## src/rtl/zdos_pkg.sv

```systemverilog
// Shared definitions for the z80-group DOS logic: trap FSM states, VG register
// indices and the default NMI stretch length.
package zdos_pkg;

  typedef enum logic [1:0] {
    IDLE    = 2'd0,
    NMI     = 2'd1,
    HANDLER = 2'd2,
    EXIT    = 2'd3
  } trap_state_e;

  localparam logic [1:0] VG_CMD = 2'd0;
  localparam logic [1:0] VG_TRK = 2'd1;
  localparam logic [1:0] VG_SEC = 2'd2;
  localparam logic [1:0] VG_DAT = 2'd3;

  localparam int NMI_LEN_DEF = 16;

endpackage

```

## src/rtl/trdemu_nmi_stretch.sv

```systemverilog
// Stretches a one-cycle start strobe into an NMI request of exactly NMI_LEN
// fclk cycles; done flags the last high cycle so the FSM can advance with it.
module trdemu_nmi_stretch #(
  parameter int NMI_LEN = 16
) (
  input  logic fclk,
  input  logic rst,
  input  logic start,
  input  logic abort,
  output logic nmi_req,
  output logic done
);

  // Counts high cycles already spent, 1 on the first NMI cycle.
  logic [7:0] cnt;

  assign done = nmi_req && !abort && (cnt == 8'(NMI_LEN));

  // NOTE: reset is synchronous, so it lives inside the clocked block and
  // overrides everything else on the same edge.
  always_ff @(posedge fclk) begin
    if (rst || abort) begin
      nmi_req <= 1'b0;
      cnt     <= 8'd0;
    end else if (start) begin
      nmi_req <= 1'b1;
      cnt     <= 8'd1;
    end else if (done) begin
      nmi_req <= 1'b0;
      cnt     <= 8'd0;
    end else if (nmi_req) begin
      cnt <= cnt + 8'd1;
    end
  end

endmodule

```

## src/rtl/trdemu_trap_ctrl.sv

```systemverilog
// VG93 software-emulation trap sequencer: captures a trapped VG access, fires
// a stretched NMI, maps emulation page #FE and write-protects it until exit.
module trdemu_trap_ctrl
  import zdos_pkg::*;
#(
  parameter int NMI_LEN = NMI_LEN_DEF,
  parameter int CNT_W   = 8
) (
  input  logic             fclk,
  input  logic             rst,
  input  logic             emu_en,
  input  logic             vg_rdwr_fclk,
  input  logic [1:0]       vg_a,
  input  logic             vg_wr,
  input  logic [7:0]       vg_wdata,
  input  logic [3:0]       fdd_mask,
  input  logic             dos,
  input  logic             romnram,
  input  logic             clr_nmi,
  input  logic             zpos,
  input  logic             m1_n,
  input  logic             clr_ovr,
  output logic             nmi_req,
  output logic             in_trdemu,
  output logic             trdemu_wr_disable,
  output logic [1:0]       trap_a,
  output logic             trap_wr,
  output logic [7:0]       trap_data,
  output logic             overrun,
  output logic [CNT_W-1:0] trap_cnt,
  output logic             busy
);

  trap_state_e state;
  logic        trap_hit;
  logic        accept;
  logic        in_nmi_or_handler;
  logic        nmi_abort;
  logic        nmi_done;

  assign trap_hit          = vg_rdwr_fclk & emu_en & fdd_mask[vg_a] & dos & romnram;
  assign in_nmi_or_handler = (state == NMI) || (state == HANDLER);
  // A new trap is only taken when no handler owns the emulation page.
  assign accept            = trap_hit && ((state == IDLE) || (state == EXIT));
  assign nmi_abort         = (state == NMI) && clr_nmi;
  assign busy              = (state != IDLE);

  trdemu_nmi_stretch #(
    .NMI_LEN (NMI_LEN)
  ) u_nmi_stretch (
    .fclk    (fclk),
    .rst     (rst),
    .start   (accept),
    .abort   (nmi_abort),
    .nmi_req (nmi_req),
    .done    (nmi_done)
  );

  always_ff @(posedge fclk) begin
    if (rst) begin
      state             <= IDLE;
      in_trdemu         <= 1'b0;
      trdemu_wr_disable <= 1'b0;
      trap_a            <= 2'd0;
      trap_wr           <= 1'b0;
      trap_data         <= 8'd0;
      overrun           <= 1'b0;
      trap_cnt          <= '0;
    end else begin
      if (trap_hit && in_nmi_or_handler) begin
        overrun <= 1'b1;
      end else if (clr_ovr) begin
        overrun <= 1'b0;
      end

      if (accept) begin
        trap_a            <= vg_a;
        trap_wr           <= vg_wr;
        trap_cnt          <= trap_cnt + 1'b1;
        in_trdemu         <= 1'b1;
        trdemu_wr_disable <= 1'b1;
        state             <= NMI;
        // Reads keep the last written byte so the handler still sees it.
        if (vg_wr) begin
          trap_data <= vg_wdata;
        end
      end else begin
        case (state)
          NMI: begin
            if (clr_nmi) begin
              state     <= EXIT;
              in_trdemu <= 1'b0;
            end else if (nmi_done) begin
              state <= HANDLER;
            end
          end
          HANDLER: begin
            if (clr_nmi) begin
              state     <= EXIT;
              in_trdemu <= 1'b0;
            end
          end
          EXIT: begin
            if (zpos && !m1_n) begin
              state             <= IDLE;
              trdemu_wr_disable <= 1'b0;
            end
          end
          default: ;
        endcase
      end
    end
  end

endmodule

```

## config.mk

```make
export PLATFORM = sky130hd
export DESIGN_NAME = trdemu_trap_ctrl
export DESIGN_NICKNAME = d
export VERILOG_FILES = /design/src/rtl/zdos_pkg.sv /design/src/rtl/trdemu_nmi_stretch.sv /design/src/rtl/trdemu_trap_ctrl.sv
export SDC_FILE = /design/constraint.sdc
export NUM_CORES = 1
export LEC_CHECK = 0
export ABC_AREA = 1
export CORE_MARGIN = 2
export CORE_UTILIZATION = 60
export DETAILED_ROUTE_END_ITERATION = 8
export DONT_BUFFER_PORTS = 1
export PLACE_DENSITY = 0.76
export RECOVER_POWER = 100
export SETUP_SLACK_MARGIN = 0.3
export SLEW_MARGIN = 20
export SYNTH_ARGS = -nofsm -noshare
export SYNTH_HDL_FRONTEND = slang
export SYNTH_SLANG_ARGS = --single-unit
```

## constraint.sdc

```tcl
create_clock -name fclk -period 2.1 [get_ports fclk]
set_clock_uncertainty 0.2 [all_clocks]
set_input_delay 0.42 -clock fclk [delete_from_list [all_inputs] [get_ports fclk]]
set_output_delay 0.42 -clock fclk [all_outputs]
set_load 0.02 [all_outputs]
```

==> metrics.txt, run 1 <==
status finished, violations left; failing checks DRC; count leader, synth nand2_1; Post-synth EDFFs 0; CTS tree yes; Fill cells 223; first-pass GRT wire length 5870 um; Max Fclk 0.538 GHz; H-tree level count 2; Seq/Total Area, Yosys 0.366; Buf+Inv Stages, Crit Path 1; WL met1 1560 um; crit path max fanout 9; Antenna Nets Post-Route 0; die area 3470 um^2; CTS Buf Count 5; relative slew slack 0.429; FF-to-FF path depth 6; CP endpoint kind register; IO Port Bufs 0; net count after synthesis 258; Crit Path Category reg2reg; All-Layer GR Usage 0.222; post-synth top area share 0.366; final layout net count 280; share of cells above drive strength 1 0.223; VDD IR max 0.513 mV; Synth area leader dfxtp_1; power density cells 805 nW/um^2; Synth top cells by count nand2_1, dfxtp_1, nor2_1; diode count 0; RSZ-0062 raised after global routing true; setup slack at placement 0.144 ns; Root Driver clkbuf_4; CP cell instances inv_1, ha_1, nor2_8, nand2_1, nand2_1, a21oi_1; dominant synthesized flop cell dfxtp_1; CP required 2.15 ns; height of the die 58.9 um; #FFs+latches synth 33; initial antenna violation count 0; First-pass DRT Iterations 6; reg-to-reg startpoint state[1]; WL met2 1960 um; Post-Route WL 3800 um; Wirelength per Cell 13.7 um; setup ws final 0.241 ns; Rows 19; max incr delay on CP 0.43 ns; setup tns final 0 ns; Initial DRC Count 69; total of max-cap violations 0; area grow syn2layout 13.0%; crit-path most repeated cell nand2_1; Routability Congestion 0.814; crit path launch type register; Setup violations, final 0; main area contributors after synthesis dfxtp_1, nand2_1, a21oi_2; initial core utilization 0.644; Tcrit/Tclk final 0.885; CTS clk-pin slew, worst paths 0.11 ns; worst hold path class in2reg; CP top delay family simple AND/OR/NAND/NOR gates; Post-route DRC 3; Crit path depth 6; DR vias 1490; Worst R2R Setup Slack 0.24 ns; ys async rst share 0; Mean Syn Cell Area 8.07 um^2; synthesized instance count 224; Fin. Hold Viols 0; Clock Path Buffers 2; hold path depth 3; post-synthesis cell area 1810 um^2; Leak 0.817 nW; HPWL after detailed placement 2580 um; Synth cell types 32; drt via density 5.36; gr ovfl total 0; CP startpoint state[1]; Top Layer Used met4; vias in the first global route 1391; die width 58.9 um; final slew viol count 0; min-delay src rst; min cycle time layout 1.86 ns; pin slew with the least headroom to its limit 0.853 ns; I/O Pins 49; Met3 Wirelength 237 um; WP data arrival 1.91 ns; CTS sink cnt 33; Clk Latency, worst-skew pair 0.33 ns; core area 2810 um^2; YS warnings 0; largest net degree at the start of global routing 20; slowest CP cell ha_1
-- registers in the layout (all words and copies together), names as in the netlist --
name,count
in_trdemu,1
trap_a,2
u_nmi_stretch.cnt,8
state,2
trap_cnt,8
u_nmi_stretch.nmi_req,1
trap_data,8
trdemu_wr_disable,1
trap_wr,1
overrun,1
-- what timing repair did --
| item | 4_1_cts | 5_1_grt |
|---|---|---|
| hold endpoints to repair | 19 | 7 |
| pin swaps | 1 | 1 |
| setup endpoints to repair | 25 | 11 |
| gates resized for setup | 4 | 6 |
| hold buffers | 3 | 6 |
| buffers inserted | 4 | 7 |
-- stage by stage --
stage	utilization	std cells	area, um^2	hold slack [ns]	total power [mW]
after floorplan	-	224	1810	0.244	0.953
after global placement	0.640	250	1790	0.255	0.973
after detailed placement	0.640	250	1790	0.272	0.986
after CTS	0.699	265	1960	0.0000573	1.61
after global routing	0.728	278	2040	0.0102	1.74
final	0.728	278	2040	0.0218	1.64
-- metal layers --
metal,up-vias,GRT usage
met5,-,0
met4,0,0.0649
met3,6,0.101
met2,46,0.392
met1,681,0.237
li1,757,-
-- worst reg2reg max path, stage by stage, from the launching register on --
cell     delay, ns
dfxtp_4       0.39
inv_1         0.09
ha_1          0.43
nor2_8        0.06
nand2_1       0.24
nand2_1       0.14
a21oi_1       0.23
-- cell usage in the layout, fill, tap and decap left out --
| master | n |
|---|---|
| nor2_2 | 4 |
| nand2_4 | 1 |
| clkinv_2 | 1 |
| dlygate4sd3_1 | 9 |
| inv_2 | 2 |
| nand4_1 | 1 |
| clkbuf_4 | 8 |
| a21oi_2 | 6 |
| a21oi_1 | 21 |
| nand3_2 | 10 |
| o31ai_1 | 1 |
| dfxtp_1 | 31 |
| nand2_2 | 8 |
| o21ai_1 | 1 |
| nor2_1 | 20 |
| nand3_1 | 6 |
| o21ai_0 | 3 |
| nor3_1 | 2 |
| xor2_1 | 5 |
| bufinv_16 | 2 |
| nand3_4 | 2 |
| ha_1 | 8 |
| xnor2_1 | 5 |
| a31oi_1 | 1 |
| or2_0 | 1 |
| inv_1 | 18 |
| buf_4 | 6 |
| clkbuf_1 | 3 |
| nand2_1 | 55 |
| nor2_4 | 1 |
| dfxtp_4 | 2 |
| ha_2 | 1 |
| nand3b_1 | 1 |
| nor2_8 | 1 |
-- logic make-up (layout without fill, tap and decap cells) --
group | count (synthesis) | after routing | share of synthesized area
compound gates | 33 | 33 | 0.120
fa+ha+maj | 9 | 9 | 0.0623
buf+inv | 26 | 49 | 0.0741
flops | 33 | 33 | 0.366
xor+xnor | 10 | 10 | 0.0485
simple gates | 113 | 113 | 0.329
-- area by class of cell --
cell class	count	area [um^2]	area share
repair buffers	21	169	0.0827
flip-flops and latches	33	668	0.327
inverters	20	75.1	0.0368
clock buffers	5	37.5	0.0184
multi-input cells	165	988	0.484
well taps	31	38.8	0.0190
clock inverters	3	65.1	0.0319
-- power breakdown --
group / total [mW] / internal, mW / switching [mW]
logic: 0.347 / 0.132 / 0.215
clock network: 0.594 / 0.368 / 0.225
registers: 0.703 / 0.658 / 0.0450
total: 1.64 / 1.16 / 0.486
-- worst paths after layout --
| path | endpoint |
|---|---|
| worst max-delay path | trap_data[6] |
| worst min register to register | u_nmi_stretch.cnt[7] |
| worst max register to register | trap_data[6] |
| worst min-delay path | state[1] |
No activity file was read; power rests on OpenSTA's default activity.
==> run 2, diff against run 1 <==
--- a/config.mk
+++ b/config.mk
@@ -5,7 +5,6 @@
 export SDC_FILE = /design/constraint.sdc
 export NUM_CORES = 1
 export LEC_CHECK = 0
-export ABC_AREA = 1
 export CORE_MARGIN = 2
 export CORE_UTILIZATION = 60
 export DETAILED_ROUTE_END_ITERATION = 8
==> metrics.txt, run 2 <==
setup slack at placement 0.0588 ns (was 0.144 ns); Post-Place Cell Area 1640 um^2 (was 1790 um^2); first-pass GRT wire length 5230 um (was 5870 um); largest net degree at the start of global routing 26 (was 20); diode count 0 (unchanged); Synth cell types 35 (was 32); Root Driver clkbuf_4 (unchanged); Setup violations, final 0 (unchanged); Worst R2R Setup Slack 0.25 ns (was 0.24 ns); Synth area leader dfxtp_1 (unchanged); worst hold path class in2reg (unchanged); vias in the first global route 1280 (was 1391); Finished Cell Area 1830 um^2 (was 2040 um^2); drt via density 5.93 (was 5.36); Fill cells 194 (was 223); Post-Route WL 3370 um (was 3800 um); post-synth top area share 0.422 (was 0.366); area grow syn2layout 16.7% (was 13.0%); CTS Hold Bufs 1 (was 3); Post-synth EDFFs 0 (unchanged); WHS Endpoint state[0] (was state[1]); final slew viol count 0 (unchanged); failing checks hold timing (was DRC); VDD IR max 0.815 mV (was 0.513 mV); CTS tree yes (unchanged); Critical R2R Capture state[1] (was trap_data[6]); Clock Path Buffers 2 (unchanged); All-Layer GR Usage 0.243 (was 0.222); #FFs+latches synth 33 (unchanged); net count after synthesis 200 (was 258); Rows 18 (was 19); share of cells above drive strength 1 0.185 (was 0.223); Max Fclk 0.539 GHz (was 0.538 GHz); slowest CP cell dfxtp_4 (was ha_1); CP required 2.11 ns (was 2.15 ns); Antenna Nets Post-Route 0 (unchanged); I/O Pins 49 (unchanged); die width 55.1 um (was 58.9 um); YS warnings 0 (unchanged); pin slew with the least headroom to its limit 0.583 ns (was 0.853 ns); WP data arrival 1.87 ns (was 1.91 ns); First-pass DRT Iterations 4 (was 6); synthesized instance count 166 (was 224); Tcrit/Tclk final 0.883 (was 0.885); hold path depth 1 (was 3); CTS sink cnt 33 (unchanged); reg-to-reg startpoint u_nmi_stretch.cnt[1] (was state[1]); post-synthesis cell area 1570 um^2 (was 1810 um^2); initial antenna violation count 0 (unchanged); DR vias 1269 (was 1490); dominant synthesized flop cell dfxtp_1 (unchanged); Crit Path Category reg2reg (unchanged); CTS clk-pin slew, worst paths 0.10 ns (was 0.11 ns); max incr delay on CP 0.37 ns (was 0.43 ns); setup tns final 0 ns (unchanged); Post-route DRC 0 (was 3); CTS Buf Count 5 (unchanged); height of the die 55.1 um (was 58.9 um); final std cells w/o fill 214 (was 278); Clk Latency, worst-skew pair 0.31 ns (was 0.33 ns); Leak 0.793 nW (was 0.817 nW); FF-to-FF path depth 6 (unchanged); crit path max fanout 4 (was 9); core area 2480 um^2 (was 2810 um^2); HPWL after detailed placement 2290 um (was 2580 um); relative slew slack 0.611 (was 0.429); ys async rst share 0 (unchanged); number of cells after detailed placement 195 (was 250); main area contributors after synthesis dfxtp_1, mux2i_1, ha_1 (was dfxtp_1, nand2_1, a21oi_2); gr ovfl total 0 (unchanged); Initial DRC Count 10 (was 69); Synth top cells by count dfxtp_1, nor2_1, mux2i_1 (was nand2_1, dfxtp_1, nor2_1); min-delay src rst (unchanged); Fin. Hold Viols 23 (was 0); CP cell instances inv_4, ha_4, nor4b_2, a21oi_2, o41a_1, a2111oi_2 (was inv_1, ha_1, nor2_8, nand2_1, nand2_1, a21oi_1); count leader, synth dfxtp_1 (was nand2_1); H-tree level count 2 (unchanged); power density cells 868 nW/um^2 (was 805 nW/um^2); die area 3040 um^2 (was 3470 um^2); CP endpoint kind register (unchanged); WHS -0.0468 ns (was 0.0218 ns); final layout net count 217 (was 280); crit path launch type register (unchanged); Routability Congestion 0.783 (was 0.814); RSZ-0062 raised after global routing true (unchanged); Mean Syn Cell Area 9.44 um^2 (was 8.07 um^2); min cycle time layout 1.85 ns (was 1.86 ns); Wirelength per Cell 15.8 um (was 13.7 um); status finished, violations left (unchanged); IO Port Bufs 0 (unchanged); total of max-cap violations 0 (unchanged); most frequent cells in the layout dfxtp_1, nor2_1, mux2i_1 (was nand2_1, dfxtp_1, a21oi_1); Top Registers trap_cnt x8, trap_data x8, u_nmi_stretch.cnt x8 (unchanged); most common cell after layout, fill and taps aside dfxtp_1 (was nand2_1); initial core utilization 0.632 (was 0.644); Seq/Total Area, Yosys 0.422 (was 0.366); setup ws final 0.245 ns (was 0.241 ns)
[run 2: cell count changes after synthesis, moves of 5 or more]
cell     change
nand2_2      -9
nand3_2     -10
a21oi_2     -12
nand2_1     -44
xnor2_1      -5
inv_1       -10
mux2i_1     +13
xor2_1       +5
[run 2: kinds of logic after synthesis]
family,after synthesis,share of synthesized area
XOR/XNOR,10,0.0559
flip-flops,33,0.422
adder cells (fa/ha/maj),9,0.0719
buffers and inverters,15,0.0415
multiplexers,14,0.0974
AO/OA/AOI/OAI,22,0.0919
AND/OR/NAND/NOR,63,0.220
[run 2: worst max path at each step]
stage	start	end	cells after the start
after floorplan	vg_a[0]	trap_cnt[1]	5
after global placement	vg_a[0]	trap_a[0]	5
after detailed placement	vg_a[0]	trap_cnt[1]	5
after CTS	u_nmi_stretch.cnt[1]	state[1]	6
after global routing	u_nmi_stretch.cnt[0]	state[1]	6
final	u_nmi_stretch.cnt[1]	state[1]	6
[run 2: repair_timing]
action,CTS,global route
setup buffers,5,5
pin swaps,2,3
cloned,0,0
endpoints found under the hold margin,24,23
setup endpoints to repair,18,13
resized for setup,8,12
[run 2: layout make-up]
| class | instances | area, um^2 | area share |
|---|---|---|---|
| Multi-Input combinational cell | 118 | 873 | 0.478 |
| Sequential cell | 33 | 674 | 0.369 |
| Timing Repair Buffer | 17 | 120 | 0.0657 |
| Clock buffer | 7 | 55.1 | 0.0301 |
| Inverter | 8 | 37.5 | 0.0205 |
| Tap cell | 30 | 37.5 | 0.0205 |
| Clock inverter | 1 | 30.0 | 0.0164 |
[run 2: stage by stage]
stage | utilization | power, mW | hold WS [ns]
floorplan | - | 0.976 | 0.286
global placement | 0.662 | 1.03 | 0.291
detailed placement | 0.662 | 1.04 | 0.297
CTS | 0.721 | 1.56 | -0.0613
global route | 0.738 | 1.67 | -0.0714
finish | 0.738 | 1.59 | -0.0468
[run 2: routing by layer]
metal	share of wire	track usage	vias up
met3	0.072	0.0833	2
met1	0.40	0.248	604
met2	0.53	0.448	48
li1	-	-	615
met4	0.0059	0.0976	0
met5	0	0	-
[run 2: worst max-delay path: cells and delay by family (launching register included)]
kind | cells | cell delay [ns]
flip-flops | 1 | 0.37
AND/OR/NAND/NOR | 1 | 0.31
buffers and inverters | 1 | 0.05
AO/OA/AOI/OAI | 3 | 0.71
adder cells (fa/ha/maj) | 1 | 0.10
[run 2: where the power goes]
| group | switching [mW] | internal [mW] |
|---|---|---|
| clock | 0.203 | 0.284 |
| sequential | 0.0334 | 0.656 |
| combinational | 0.216 | 0.194 |
| total | 0.452 | 1.13 |
==> run 3, diff against run 2 <==
--- a/config.mk
+++ b/config.mk
@@ -15,4 +15,5 @@
 export SLEW_MARGIN = 20
 export SYNTH_ARGS = -nofsm -noshare
 export SYNTH_HDL_FRONTEND = slang
+export SYNTH_HIERARCHICAL = 1
 export SYNTH_SLANG_ARGS = --single-unit
==> constraint.sdc (replaced) <==
create_clock -name fclk -period 2.1 [get_ports fclk]
set_clock_uncertainty 0.2 [all_clocks]
set_input_delay 0.42 -clock fclk [delete_from_list [all_inputs] [get_ports fclk]]
set_output_delay 0.42 -clock fclk [all_outputs]
set_load 0.1 [all_outputs]
==> metrics.txt, run 3 <==
Synth top cells by count dfxtp_1, nor2_1, mux2i_1 (unchanged); CTS clk-pin slew, worst paths 0.10 ns (about the same); initial antenna violation count 0 (unchanged); diode count 0 (unchanged); hold path depth 1 (unchanged); Seq/Total Area, Yosys 0.416 (was 0.422); Clk Latency, worst-skew pair 0.32 ns (was 0.31 ns); CTS tree yes (unchanged); Wirelength per Cell 14.7 um (was 15.8 um); Setup violations, final 2 (was 0); Crit Path Category reg2reg (unchanged); final slew viol count 0 (unchanged); Synth Area in Compound Gates 0.130 (was 0.0919); Pint 963 uW (was 1.13 mW); Leak 0.849 nW (was 0.793 nW); Post-Place Cell Area 1920 um^2 (was 1640 um^2); most common cell after layout, fill and taps aside buf_4 (was dfxtp_1); number of cells after detailed placement 229 (was 195); total power 1.58 mW (was 1.59 mW); Synth area leader dfxtp_1 (unchanged); Initial DRC Count 18 (was 10); Root Driver clkbuf_4 (unchanged); Setup Fix Bufs, Post-CTS 0 (was 5); dominant synthesized flop cell dfxtp_1 (unchanged); area grow syn2layout 26.9% (was 16.7%); WP data arrival 2.31 ns (was 1.87 ns); Synth cell types 39 (was 35); height of the die 55.4 um (was 55.1 um); All-Layer GR Usage 0.246 (was 0.243); worst hold path class in2reg (unchanged); crit path launch type register (unchanged); die width 55.4 um (was 55.1 um); Switch Pwr 616 uW (was 452 uW); Routability Congestion 0.806 (was 0.783); Max Fclk 0.443 GHz (was 0.539 GHz); main combinational cell family by area after synthesis simple AND/OR/NAND/NOR gates (unchanged); clock group share of total power 0.215 (was 0.307); FF-to-FF path depth 8 (was 6); first-pass GRT wire length 6050 um (was 5230 um); post-synthesis cell area 1590 um^2 (was 1570 um^2); post-synth top area share 0.416 (was 0.422); Clock Path Buffers 2 (unchanged); max incr delay on CP 0.49 ns (was 0.37 ns); #FFs+latches synth 33 (unchanged); Synth Area in Adders 0.0710 (was 0.0719); Simple-Gate Fraction of Synth Area 0.222 (was 0.220); Comb pwr share 0.359 (was 0.259); count leader, synth dfxtp_1 (unchanged); share of cells above drive strength 1 0.357 (was 0.185); largest net degree at the start of global routing 28 (was 26); xor/xnor cell area share of the yosys netlist 0.0276 (was 0.0559); slowest CP cell or4_4 (was dfxtp_4); CP endpoint kind register (unchanged); Antenna Nets Post-Route 0 (unchanged); net count after synthesis 203 (was 200); DR vias 1361 (was 1269); switching share of total power 0.390 (was 0.285); most frequent cells in the layout buf_4, dfxtp_1, nor2_1 (was dfxtp_1, nor2_1, mux2i_1); relative slew slack 0.583 (was 0.611); YS warnings 6 (was 0); CTS Buf Count 5 (unchanged); VDD IR max 1.02 mV (was 0.815 mV); Post-route DRC 0 (unchanged); main area contributors after synthesis dfxtp_1, mux2i_1, ha_1 (unchanged); total of max-cap violations 0 (unchanged); CTS sink cnt 33 (unchanged); pin slew with the least headroom to its limit 0.620 ns (was 0.583 ns); min cycle time layout 2.26 ns (was 1.85 ns); WHS -0.0555 ns (was -0.0468 ns); IO Port Bufs 0 (unchanged); final std cells w/o fill 237 (was 214); sequential share of power 0.425 (was 0.434); RSZ-0062 raised after global routing true (unchanged); Post-synth EDFFs 0 (unchanged); I/O Pins 49 (unchanged); H-tree level count 2 (unchanged); post-synthesis mux area share 0.0899 (was 0.0974); HPWL after detailed placement 2640 um (was 2290 um); CP required 2.16 ns (was 2.11 ns); die area 3070 um^2 (was 3040 um^2); vias in the first global route 1344 (was 1280); First-pass DRT Iterations 4 (unchanged); crit path max fanout 4 (unchanged); gr ovfl total 0 (unchanged); setup tns final -0.194 ns (was 0 ns); Post-Route WL 3490 um (was 3370 um); failing checks hold timing, setup timing (was hold timing); power density cells 785 nW/um^2 (was 868 nW/um^2); final layout net count 240 (was 217); setup ws final -0.156 ns (was 0.245 ns); drt via density 5.74 (was 5.93); core area 2500 um^2 (was 2480 um^2); ys async rst share 0 (unchanged); initial core utilization 0.635 (was 0.632); Rows 18 (unchanged); Top Registers trap_cnt x8, trap_data x8, u_nmi_stretch/cnt x8 (was trap_cnt x8, trap_data x8, u_nmi_stretch.cnt x8); status finished, violations left (unchanged); Finished Cell Area 2010 um^2 (was 1830 um^2); CP cell instances inv_2, ha_1, or4b_4, nor3_2, nand2b_4, a21oi_2, or4_4, a211oi_2 (was inv_4, ha_4, nor4b_2, a21oi_2, o41a_1, a2111oi_2); Fin. Hold Viols 25 (was 23); Tcrit/Tclk final 1.07 (was 0.883); synthesized instance count 169 (was 166); Mean Syn Cell Area 9.39 um^2 (was 9.44 um^2)
-- run 3: cell count changes in the layout (fill, tap and decap cells not counted), moves of 4 or more --
cell,previous run,this run
buf_4,8,34
clkbuf_1,7,0
nor2_1,24,18
xor2_1,10,4
dfxtp_1,28,23
o21ai_0,3,8
and3_1,4,0
nand4b_1,4,0
-- run 3: per-layer routing --
layer  global-route usage  part of all wire  up-vias
met2                0.425              0.52       42
met3               0.0867             0.057        9
met1                0.278              0.41      628
met5                    0                 0        -
met4               0.0906             0.016        0
li1                     -                 -      682
-- run 3: area by class of cell --
class,count,area (um^2)
inverter,11,47.5
fill,160,487
tap,30,37.5
multi-input combinational,120,910
sequential,33,688
clock buffer,5,37.5
clock inverter,3,17.5
timing repair buffer,35,275
-- run 3: path summary, 6_finish.rpt --
| check | startpoint | end | slack (ns) |
|---|---|---|---|
| worst min-delay path | rst | trap_cnt[5] | -0.06 |
| worst max-delay path | u_nmi_stretch/cnt[0] | state[1] | -0.16 |
| worst min register to register | trap_cnt[5] | trap_cnt[5] | 0.30 |
| worst max register to register | u_nmi_stretch/cnt[0] | state[1] | -0.16 |
-- run 3: worst max-delay path: cells and delay by family (launching register included) --
family                   cells  cell delay, ns
AND/OR/NAND/NOR              4            1.21
adder cells (fa/ha/maj)      1            0.12
buffers and inverters        1            0.06
flip-flops                   1            0.34
AO/OA/AOI/OAI                2            0.26
-- run 3: power groups by stage --
stage | sequential, mW | clock, mW | combinational [mW]
floorplan | 0.739 | 0 | 0.349
global placement | 0.678 | 0 | 0.486
detailed placement | 0.682 | 0 | 0.505
CTS | 0.672 | 0.354 | 0.521
global route | 0.677 | 0.383 | 0.609
finish | 0.672 | 0.340 | 0.568
-- run 3: cell families (layout without fill, tap and decap cells) --
kind of cell / after synthesis / in the layout
AND/OR/NAND/NOR: 61 / 61
adder cells (fa/ha/maj): 9 / 9
flip-flops: 33 / 33
AO/OA/AOI/OAI: 32 / 32
buffers and inverters: 16 / 54
XOR/XNOR: 5 / 5
multiplexers: 13 / 13
-- run 3: timing repair --
item                                    CTS  global route
hold endpoints to repair                 25            25
gates resized for setup                   5             4
pin swaps                                 1             1
endpoints found under the setup margin   30            30
-- run 3: per-stage QoR --
step	hold slack, ns	setup slack, ns	util
finish	-0.0555	-0.156	0.805
global route	-0.0920	-0.287	0.805
CTS	-0.0733	-0.120	0.796
detailed placement	0.287	-0.124	0.768
global placement	0.240	-0.0694	0.768
floorplan	0.258	-0.0996	-
